## src/rtl/prog_sequencer.sv

```systemverilog
// Program sequencer: owns the PC and IDLE/RUN/DONE run control, detects the halt word,
// resolves relative/absolute branches and keeps saturating cycle and retired-instruction counters.
module prog_sequencer #(
    parameter int unsigned        PC_W       = 10,
    parameter int unsigned        INST_W     = 9,
    parameter int unsigned        CNT_W      = 16,
    parameter logic [INST_W-1:0]  HALT_WORD  = '0,
    parameter logic [PC_W-1:0]    START_ADDR = '0
) (
    input  logic              clk,
    input  logic              init,
    input  logic              req,
    input  logic              stall,
    input  logic              branch_en,
    input  logic              branch_flag,
    input  logic              branch_abs,
    input  logic [PC_W-1:0]   target,
    input  logic [INST_W-1:0] inst,
    output logic [PC_W-1:0]   pc,
    output logic              busy,
    output logic              ack,
    output logic [CNT_W-1:0]  cycle_ct,
    output logic [CNT_W-1:0]  inst_ct
);

    typedef enum logic [1:0] {
        S_IDLE,
        S_RUN,
        S_DONE
    } state_t;

    state_t           r_state;
    state_t           w_state_nxt;
    logic [PC_W-1:0]  r_pc;
    logic [PC_W-1:0]  w_pc_nxt;
    logic [PC_W-1:0]  w_pc_retire;
    logic [CNT_W-1:0] r_cyc;
    logic [CNT_W-1:0] w_cyc_nxt;
    logic [CNT_W-1:0] w_cyc_inc;
    logic [CNT_W-1:0] r_ic;
    logic [CNT_W-1:0] w_ic_nxt;
    logic [CNT_W-1:0] w_ic_inc;
    logic             w_taken;

    always_ff @(posedge clk) begin
        if (init) begin
            r_state <= S_IDLE;
            r_pc    <= START_ADDR;
            r_cyc   <= '0;
            r_ic    <= '0;
        end else begin
            r_state <= w_state_nxt;
            r_pc    <= w_pc_nxt;
            r_cyc   <= w_cyc_nxt;
            r_ic    <= w_ic_nxt;
        end
    end

    // Same-width addition wraps modulo 2^PC_W, which equals adding the sign-extended offset.
    always_comb begin
        w_taken     = branch_en & branch_flag;
        w_cyc_inc   = (r_cyc == '1) ? r_cyc : r_cyc + CNT_W'(1);
        w_ic_inc    = (r_ic == '1) ? r_ic : r_ic + CNT_W'(1);
        if (w_taken && branch_abs) begin
            w_pc_retire = target;
        end else if (w_taken) begin
            w_pc_retire = r_pc + target;
        end else begin
            w_pc_retire = r_pc + PC_W'(1);
        end

        w_state_nxt = r_state;
        w_pc_nxt    = r_pc;
        w_cyc_nxt   = r_cyc;
        w_ic_nxt    = r_ic;

        case (r_state)
            S_IDLE, S_DONE: begin
                if (req) begin
                    w_state_nxt = S_RUN;
                    w_pc_nxt    = START_ADDR;
                    w_cyc_nxt   = '0;
                    w_ic_nxt    = '0;
                end
            end
            S_RUN: begin
                if (req) begin
                    w_pc_nxt  = START_ADDR;
                    w_cyc_nxt = '0;
                    w_ic_nxt  = '0;
                end else if (stall) begin
                    w_cyc_nxt = w_cyc_inc;
                end else if (inst == HALT_WORD) begin
                    w_state_nxt = S_DONE;
                    w_cyc_nxt   = w_cyc_inc;
                end else begin
                    w_pc_nxt  = w_pc_retire;
                    w_cyc_nxt = w_cyc_inc;
                    w_ic_nxt  = w_ic_inc;
                end
            end
            default: begin
                w_state_nxt = S_IDLE;
            end
        endcase
    end

    assign pc       = r_pc;
    assign busy     = (r_state == S_RUN);
    assign ack      = (r_state == S_DONE);
    assign cycle_ct = r_cyc;
    assign inst_ct  = r_ic;

endmodule

```

## config.mk

```make
export PLATFORM = sky130hd
export DESIGN_NAME = prog_sequencer
export DESIGN_NICKNAME = d
export VERILOG_FILES = /design/src/rtl/prog_sequencer.sv
export SDC_FILE = /design/constraint.sdc
export NUM_CORES = 1
export LEC_CHECK = 0
export ABC_CLOCK_PERIOD_IN_PS = 3900
export CELL_PAD_IN_SITES_DETAIL_PLACEMENT = 1
export CELL_PAD_IN_SITES_GLOBAL_PLACEMENT = 2
export CORE_MARGIN = 3
export CORE_UTILIZATION = 30
export CTS_CLUSTER_DIAMETER = 100
export CTS_CLUSTER_SIZE = 24
export DETAILED_ROUTE_END_ITERATION = 7
export PLACE_DENSITY = 0.93
export SLEW_MARGIN = 20
export SYNTH_ARGS = -nofsm -noshare
export SYNTH_HDL_FRONTEND = slang
export SYNTH_SLANG_ARGS = --single-unit
```

## constraint.sdc

```tcl
create_clock -name clk -period 3.9 [get_ports clk]
set_input_delay 0.585 -clock clk [delete_from_list [all_inputs] [get_ports clk]]
set_output_delay 0.585 -clock clk [all_outputs]
set_load 0.05 [all_outputs]
```

==> results of run 1 <==
==> path summary, 6_finish.rpt <==
kind	end	slack (ns)	cells past startpoint	startpoint
max	pc[6]$_SDFFE_PP0P_	0.78	9	branch_flag
min	inst_ct[14]$_SDFFE_PP0P_	0.51	2	inst_ct[14]$_SDFFE_PP0P_
max reg2reg	pc[6]$_SDFFE_PP0P_	1.60	7	pc[0]$_SDFFE_PP0P_
min reg2reg	inst_ct[14]$_SDFFE_PP0P_	0.51	2	inst_ct[14]$_SDFFE_PP0P_
==> power groups by stage <==
stage          clock [mW]  sequential (mW)  combinational [mW]
6_report            0.384            0.456               0.123
5_1_grt             0.415            0.457               0.134
4_1_cts             0.399            0.457               0.124
3_5_place_dp            0            0.467               0.123
3_3_place_gp            0            0.467               0.120
2_1_floorplan           0            0.474              0.0591
==> cell type report <==
| cell class | count | area, um2 | share of cell area [%] |
|---|---|---|---|
| Clock inverter | 2 | 38.8 | 1.06 |
| Clock buffer | 6 | 82.6 | 2.25 |
| Sequential cell | 44 | 881 | 24.0 |
| Timing Repair Buffer | 76 | 743 | 20.3 |
| Inverter | 9 | 33.8 | 0.921 |
| Tap cell | 108 | 135 | 3.68 |
| Multi-Input combinational cell | 268 | 1750 | 47.8 |
==> Yosys cell counts (all sizes together), types with 9 or more instances <==
| cell | number | share of area, % |
|---|---|---|
| nand3 | 17 | 3.1 |
| xnor2 | 15 | 4.8 |
| nor2 | 34 | 4.7 |
| nor4 | 10 | 3.2 |
| a21oi | 17 | 3.1 |
| o21ai | 15 | 2.7 |
| ha | 11 | 5.0 |
| dfxtp | 44 | 32 |
| nand2 | 30 | 4.1 |
| inv | 9 | 1.2 |
| and3 | 12 | 2.7 |
| a211oi | 9 | 2.5 |
| clkbuf | 13 | 1.8 |
==> critical path, stage by stage <==
cell and delay [ns]:
clkdlybuf4s50_1 0.73, nand3b_1 0.14, ha_1 0.25, fa_1 0.43, a211oi_1 0.27, nor2_1 0.12, o21a_1 0.20, or3_1 0.36
a311oi_1 0.24
==> logic make-up after synthesis <==
kind of cell	synth area share (%)
AO/OA/AOI/OAI	22.0
XOR/XNOR	5.11
adder cells (fa/ha/maj)	5.75
buffers and inverters	3.84
flip-flops	32.1
multiplexers	1.46
AND/OR/NAND/NOR	29.7
==> registers in the layout, indices dropped and copies added (netlist names) <==
signal and flops:
pc 10, r_state 2, cycle_ct 16, inst_ct 16
==> through the flow <==
step                std cells  area, um2  total power [mW]  utilization, %
global placement          505       3550             0.587            40.3
detailed placement        505       3550             0.590            40.3
global route              513       3670              1.01            41.7
CTS                       513       3670             0.979            41.7
finish                    513       3670             0.964            41.7
floorplan                 338       2740             0.533               -
==> metal layers <==
| layer | vias to the layer above | wire, um | share of wire, % |
|---|---|---|---|
| li1 | 1398 | - | - |
| met1 | 1323 | 3780 | 46 |
| met2 | 52 | 4060 | 49 |
| met3 | 10 | 312 | 3.8 |
| met4 | 0 | 123 | 1.5 |
| met5 | - | 0 | 0 |
==> flow_summary.toml, run 1 <==
[pwr]
p_seq_share_pct = 47.4
irDropWorstVdd_mv = 0.116
p_clk_share_pct = 39.9
power.density_mw_per_mm2 = 263
pwr-share-comb_pct = 12.8
power.share.switching_pct = 25.8
p_int_mw = 0.715
power_leakage_nw = 1.26
switchingPower_mw = 0.248

[floorplanning]
die_area_mm2 = 0.0103
core-area_mm2 = 0.00881
die_h_um = 102
dieWidth_um = 102
rows = 34
start_util_pct = 31.1
io_pins = 70

[yosys]
syn_inst = 338
synth_seq_cells = 44
synthFlopType = "dfxtp_1"
synth_fp_nets = 376
synthDistinctLibCells = 50
ys_warn_count = 0
synthArstFlopShare_pct = 0
syn-cell-area_mm2 = 0.00274
syn_area_per_cell_um2 = 8.11
synth-edff-count = 0
yosysSeqAreaShare_pct = 32.1

[cells_and_area]
nFillCells = 1061
layout_common_cells = "69 x clkdlybuf4s50_1, 44 x dfxtp_1, 34 x nor2_1"
drive_gt1_share_pct = 5.68
syn2layout_area_growth_pct = 33.9
layout_commonest_cell = "clkdlybuf4s50_1"
nets = 442
antenna_cells = 0

[drt]
wl_per_cell_um = 16.1
dr.pass1.iters = 4
drc_errors = 0
routed_wl_um = 8280
route.vias.total = 2783
drtIter0Drc = 91
viasPerCell = 5.42
postRouteAntennaNets = 0

[global_routing]
grt_pass1_wl_um = 13800
grt_use_met1_pct = 21.3
overflow = 0
antenna_found_initial = 0
grt_usage_pct = 16.5
use_met2_pct = 28.3
grt.met3_usage_pct = 2.62
grt_start_max_net_pins = 17
grt_pass1_vias = 2830
top_usage_layer = "met2"

[sta]
maxSlewHeadroom_pct = 53.5
hold_slack_ns = 0.510
setup_viol = 0
clock_skew_ns = 0.0102
finalMaxSlewViolations = 0
setup_ws_ns = 0.783
period_share_pct = 79.9
worst_pin_slew_ns = 0.697
fin_setup_tns_ns = 0
hold_viol = 0
clock.fmax_mhz = 321
rsz0062_at_grt = "false"
fin_crit_ns = 3.12

[clock_tree]
cts_tree = "yes"
cts_inserted_buffers = 5
clk_pin_slew_worst_paths_ns = 0.09
cts_sinks = 44
cts_hold_buf = 0
clockBufferDepth = 2
ctsHtreeMaxLevel = 2
cts_setup_buffers = 0
root_buffer = "clkbuf_8"
cts-resized-gates = 0
clk_latency_ns = 0.31

[place]
dpl_worst_slack_ns = 0.510
hpwl_um = 6250
portBuffers = 69
gp_congestion = 0.890

[setup_path]
crit_required_ns = 4.11
critPathArrivalTime_ns = 3.33
endpoint_kind = "flop"
setup.worst_path.start_class = "primary input"
cp_max_fo = 12
worstSetupPathType = "in2reg"

[worst_hold_path]
min_path_type = "reg2reg"

[job]
maxCapViolCount = 0

[outcome]
status = "complete, no violations"
Power figures use the tool's default switching activity.
==> run 2: changes to the inputs <==
--- a/config.mk
+++ b/config.mk
@@ -5,15 +5,15 @@
 export SDC_FILE = /design/constraint.sdc
 export NUM_CORES = 1
 export LEC_CHECK = 0
-export ABC_CLOCK_PERIOD_IN_PS = 3900
+export ABC_CLOCK_PERIOD_IN_PS = 2800
 export CELL_PAD_IN_SITES_DETAIL_PLACEMENT = 1
 export CELL_PAD_IN_SITES_GLOBAL_PLACEMENT = 2
 export CORE_MARGIN = 3
-export CORE_UTILIZATION = 30
+export CORE_UTILIZATION = 25
 export CTS_CLUSTER_DIAMETER = 100
 export CTS_CLUSTER_SIZE = 24
 export DETAILED_ROUTE_END_ITERATION = 7
-export PLACE_DENSITY = 0.93
+export PLACE_DENSITY = 0.83
 export SLEW_MARGIN = 20
 export SYNTH_ARGS = -nofsm -noshare
 export SYNTH_HDL_FRONTEND = slang
==> constraint.sdc (replaced) <==
create_clock -name clk -period 2.8 [get_ports clk]
set_input_delay 0.42 -clock clk [delete_from_list [all_inputs] [get_ports clk]]
set_output_delay 0.42 -clock clk [all_outputs]
set_load 0.05 [all_outputs]
==> flow_summary.toml, run 2 (same netlist as run 1, synthesis figures left out) <==
[outcome]
status = "complete, no violations"

[floorplanning]
rows = 37
dieWidth_um = 111
core-area_mm2 = 0.0105
die_h_um = 111
start_util_pct = 26.1
io_pins = 70
die_area_mm2 = 0.0123

[clock_tree]
cts_inserted_buffers = 5
clk_pin_slew_worst_paths_ns = 0.09
clk_latency_ns = 0.31
ctsHtreeMaxLevel = 2
cts_sinks = 44
cts_setup_buffers = 0
root_buffer = "clkbuf_8"
cts_tree = "yes"
clockBufferDepth = 2

[cells_and_area]
antenna_cells = 0
layout_common_cells = "69 x clkdlybuf4s50_1, 44 x dfxtp_1, 34 x nor2_1"
postLayoutCellArea_mm2 = 0.00385
drive_gt1_share_pct = 9.93
nets = 460
syn2layout_area_growth_pct = 40.5
layout_commonest_cell = "clkdlybuf4s50_1"

[setup_path]
setup.worst_path.start_class = "primary input"
worstSetupPathType = "in2reg"
endpoint_kind = "flop"
crit_required_ns = 3.01
critPathArrivalTime_ns = 2.84
cp_max_fo = 5

[drt]
routed_wl_um = 8670
dr.pass1.iters = 4
viasPerCell = 5.16
route.vias.total = 2884
drc_errors = 0
postRouteAntennaNets = 0
wl_per_cell_um = 15.5
drtIter0Drc = 111

[pwr]
power.density_mw_per_mm2 = 349
total_power_mw = 1.34
power_leakage_nw = 1.35
irDropWorstVdd_mv = 0.182

[global_routing]
overflow = 0
grt_pass1_wl_um = 14900
grt_start_max_net_pins = 25
grt_pass1_vias = 2990
grt_usage_pct = 14.4
antenna_found_initial = 0

[place]
portBuffers = 69
dpl_cell_area_mm2 = 0.00373
gp_congestion = 0.803
hpwl_um = 6780

[sta]
clock.fmax_mhz = 380
period_share_pct = 94.0
clock_skew_ns = 0.0119
maxSlewHeadroom_pct = 55.1
finalMaxSlewViolations = 0
setup_viol = 0
hold_viol = 0
fin_crit_ns = 2.63
rsz0062_at_grt = "false"
worst_pin_slew_ns = 0.673

[worst_hold_path]
min_path_type = "reg2reg"

[job]
maxCapViolCount = 0
-- run 2: cell count changes in the layout (fill, tap and decap cells not counted), sizes merged --
cell and change:
buf +18, inv +1, clkbuf -1, clkinv -1, clkinvlp +1
-- run 2: through the flow --
step                      TNS, ns  setup WS (ns)  instances  util (%)  hold slack (ns)
after floorplan                 0          0.300        338         -            0.569
after global placement     -0.271         -0.144        551      35.5            0.484
after detailed placement   -0.477         -0.288        551      35.5            0.491
after CTS                       0         0.0344        559      36.6            0.506
after global routing            0        0.00397        559      36.6            0.531
final                           0          0.167        559      36.6            0.502
-- run 2: what timing repair did --
action                                  4_1_cts  5_1_grt
gates resized for setup                       0        1
hold buffers                                  0        0
hold endpoints to repair                      0        0
endpoints found under the setup margin        0        1
-- run 2: cell type report --
| cell class | count | area (um2) |
|---|---|---|
| tap | 136 | 170 |
| sequential | 44 | 881 |
| inverter | 9 | 33.8 |
| timing repair buffer | 94 | 891 |
| multi-input combinational | 268 | 1760 |
| clock inverter | 3 | 46.3 |
| clock buffer | 5 | 68.8 |
| fill | 1260 | 6660 |
-- run 2: routing by layer --
metal | GRT usage [%] | up-vias | wire, um
met3 | 2.62 | 6 | 293
met1 | 17.3 | 1398 | 3830
met2 | 26.6 | 47 | 4490
li1 | - | 1433 | -
met4 | 3.12 | 0 | 55
met5 | 0 | - | 0
-- run 2: where the power goes --
| part | total [mW] | switching (mW) | internal, mW |
|---|---|---|---|
| Combinational | 0.185 | 0.0997 | 0.0849 |
| Clock | 0.524 | 0.254 | 0.269 |
| Sequential | 0.636 | 0.00567 | 0.630 |
| Total | 1.34 | 0.360 | 0.984 |
-- run 2: critical path, cell delays in order --
cell and delay, ns:
clkdlybuf4s50_1 0.52, and3_1 0.27, ha_1 0.32, a211oi_2 0.29, o211ai_1 0.20, a41oi_1 0.28
or4b_1 0.46, o311ai_1 0.09
-- run 2: path summary, 6_finish.rpt --
kind | start | depth (start not counted) | slack, ns | endpoint
setup / recovery | branch_en | 8 | 0.17 | pc[9]$_SDFFE_PP0P_
hold / removal | inst_ct[14]$_SDFFE_PP0P_ | 2 | 0.50 | inst_ct[14]$_SDFFE_PP0P_
setup reg to reg | pc[0]$_SDFFE_PP0P_ | 7 | 0.65 | pc[6]$_SDFFE_PP0P_
hold reg to reg | inst_ct[14]$_SDFFE_PP0P_ | 2 | 0.50 | inst_ct[14]$_SDFFE_PP0P_
==> run 3: changes to the inputs <==
--- a/config.mk
+++ b/config.mk
@@ -5,11 +5,12 @@
 export SDC_FILE = /design/constraint.sdc
 export NUM_CORES = 1
 export LEC_CHECK = 0
+export ABC_AREA = 1
 export ABC_CLOCK_PERIOD_IN_PS = 2800
 export CELL_PAD_IN_SITES_DETAIL_PLACEMENT = 1
 export CELL_PAD_IN_SITES_GLOBAL_PLACEMENT = 2
 export CORE_MARGIN = 3
-export CORE_UTILIZATION = 25
+export CORE_UTILIZATION = 23
 export CTS_CLUSTER_DIAMETER = 100
 export CTS_CLUSTER_SIZE = 24
 export DETAILED_ROUTE_END_ITERATION = 7
==> flow_summary.toml, run 3 <==
[outcome]
status = "complete, no violations"

[sta]
worst_pin_slew_ns = 0.544
rsz0062_at_grt = "false"
finalMaxSlewViolations = 0
period_share_pct = 90.2
fin_setup_tns_ns = 0
hold_viol = 0
maxSlewHeadroom_pct = 63.6
clock_skew_ns = 0.00558
fin_crit_ns = 2.53
clock.fmax_mhz = 396
setup_ws_ns = 0.274
setup_viol = 0

[setup_path]
cp_max_fo = 4
cpMostUsedCell = "nand2_1"
critPathArrivalTime_ns = 2.76
path_buf_inv = 2
r2r_slack_ns = 0.71
setup.worst_path.start_class = "primary input"
worstSetupPathType = "in2reg"
timing.critical_path.slowest_stage_cell = "clkdlybuf4s50_1"
endpoint_kind = "flop"
cpPeakStageDelay_ns = 0.53
critical-path-top-delay-family = "simple AND/OR/NAND/NOR gates"
crit_required_ns = 3.03
crit_chain = "clkdlybuf4s50_1 -> nand2_1 -> or2_2 -> ha_1 -> fa_1 -> nand2_1 -> nand2_1 -> nand2_1 -> inv_1 -> nand2_1 -> nand2_1 -> nand2_1 -> nand3_1 -> nand2_1 -> nand2_1 -> a21oi_1"

[drt]
wl_per_cell_um = 13.8
dr.pass1.iters = 4
drtIter0Drc = 139
top_layer_used = "met4"
wl_met1_um = 4820
route.vias.total = 3520
postRouteAntennaNets = 0
drc_errors = 0
route.met3.wl_um = 317
viasPerCell = 4.69
routed_wl_um = 10300
wl_met2_um = 5060

[yosys]
synth_fp_nets = 536
synth-edff-count = 0
post_synth_most_frequent_cells = "155 x nand2_1, 63 x nor2_1, 59 x inv_1, 44 x a21oi_1, 44 x dfxtp_1"
yosysMostFrequentCell = "nand2_1"
yosysSeqAreaShare_pct = 29.1
synthArstFlopShare_pct = 0
syn-cell-area_mm2 = 0.00303
synth_top_cell_by_area = "dfxtp_1"
ys_warn_count = 0
yosys-top-cells-area = "dfxtp_1 29%, nand2_1 19%, nor2_1 7.8%"
synthFlopType = "dfxtp_1"
syn_inst = 498
synth_top_area_share_pct = 29.1
synthDistinctLibCells = 36
syn_area_per_cell_um2 = 6.09
synth_seq_cells = 44

[global_routing]
overflow = 0
antenna_found_initial = 0
grt_pass1_wl_um = 17500
grt_pass1_vias = 3594
grt_usage_pct = 14.8
grt_start_max_net_pins = 19

[clock_tree]
cts_hold_buf = 0
clockBufferDepth = 2
ctsHtreeMaxLevel = 2
cts_sinks = 44
clk_latency_ns = 0.30
cts_setup_buffers = 0
cts_inserted_buffers = 5
root_buffer = "clkbuf_16"
cts-resized-gates = 0
clk_pin_slew_worst_paths_ns = 0.07
cts_tree = "yes"

[cells_and_area]
syn2layout_area_growth_pct = 37.4
finalNonFillerCells = 751
drive_gt1_share_pct = 6.91
layout_commonest_cell = "nand2_1"
nFillCells = 1628
layout_common_cells = "155 x nand2_1, 69 x clkdlybuf4s50_1, 63 x nor2_1"
nets = 616
antenna_cells = 0

[floorplanning]
io_pins = 70
dieWidth_um = 121
rows = 41
die_h_um = 121
start_util_pct = 23.7
die_area_mm2 = 0.0146
core-area_mm2 = 0.0128

[place]
gp_congestion = 0.828
dpl.cell_count = 743
dpl_worst_slack_ns = -0.0297
hpwl_um = 8000
portBuffers = 69

[job]
maxCapViolCount = 0

[pwr]
power_leakage_nw = 1.60
irDropWorstVdd_mv = 0.258
power.density_mw_per_mm2 = 399

[worst_hold_path]
min_path_type = "reg2reg"
==> run 3: metrics by stage <==
step	power, mW	cell area (um2)	hold slack [ns]	util [%]
after floorplan	0.818	3030	0.532	-
after global placement	0.934	3980	0.457	31.2
after detailed placement	0.938	3980	0.469	31.2
after CTS	1.70	4170	0.478	32.6
after global routing	1.75	4170	0.502	32.6
final	1.66	4170	0.469	32.6
==> run 3: final timing paths <==
path | startpoint | end | cells after the start
setup reg to reg | inst_ct[1]$_SDFFE_PP0P_ | inst_ct[8]$_SDFFE_PP0P_ | 10
setup / recovery | branch_flag | pc[8]$_SDFFE_PP0P_ | 16
hold / removal | cycle_ct[8]$_SDFFE_PP0P_ | cycle_ct[8]$_SDFFE_PP0P_ | 2
hold reg to reg | cycle_ct[8]$_SDFFE_PP0P_ | cycle_ct[8]$_SDFFE_PP0P_ | 2
==> run 3: area by class of cell <==
cell class | instances | area [um2] | share of cell area (%)
clock inverter | 1 | 30.0 | 0.721
clock buffer | 7 | 153 | 3.66
inverter | 65 | 244 | 5.86
tap | 172 | 215 | 5.17
multi-input combinational | 380 | 1860 | 44.5
sequential | 44 | 881 | 21.1
timing repair buffer | 82 | 788 | 18.9
==> run 3: worst reg2reg max path, delay by kind of cell, from the launching register on <==
| kind | cells | cell delay [ns] |
|---|---|---|
| AO/OA/AOI/OAI | 2 | 0.32 |
| adder cells (fa/ha/maj) | 1 | 0.25 |
| buffers and inverters | 1 | 0.24 |
| flip-flops | 1 | 0.42 |
| AND/OR/NAND/NOR | 6 | 0.77 |
==> run 3: kinds of logic after synthesis <==
family	share of synthesized area, %
XOR/XNOR	0.289
AND/OR/NAND/NOR	41.5
adder cells (fa/ha/maj)	5.20
buffers and inverters	9.74
flip-flops	29.1
AO/OA/AOI/OAI	14.2
==> run 3: metal layers <==
metal | global-route usage, % | up-vias
met3 | 2.95 | 10
met4 | 4.82 | 0
met2 | 25.6 | 46
met5 | 0 | -
met1 | 18.4 | 1684
li1 | - | 1780
==> run 3: where the power goes <==
group / switching (mW) / total, mW / internal, mW
sequential: 0.00795 / 0.641 / 0.633
combinational: 0.181 / 0.281 / 0.0999
clock: 0.271 / 0.742 / 0.471
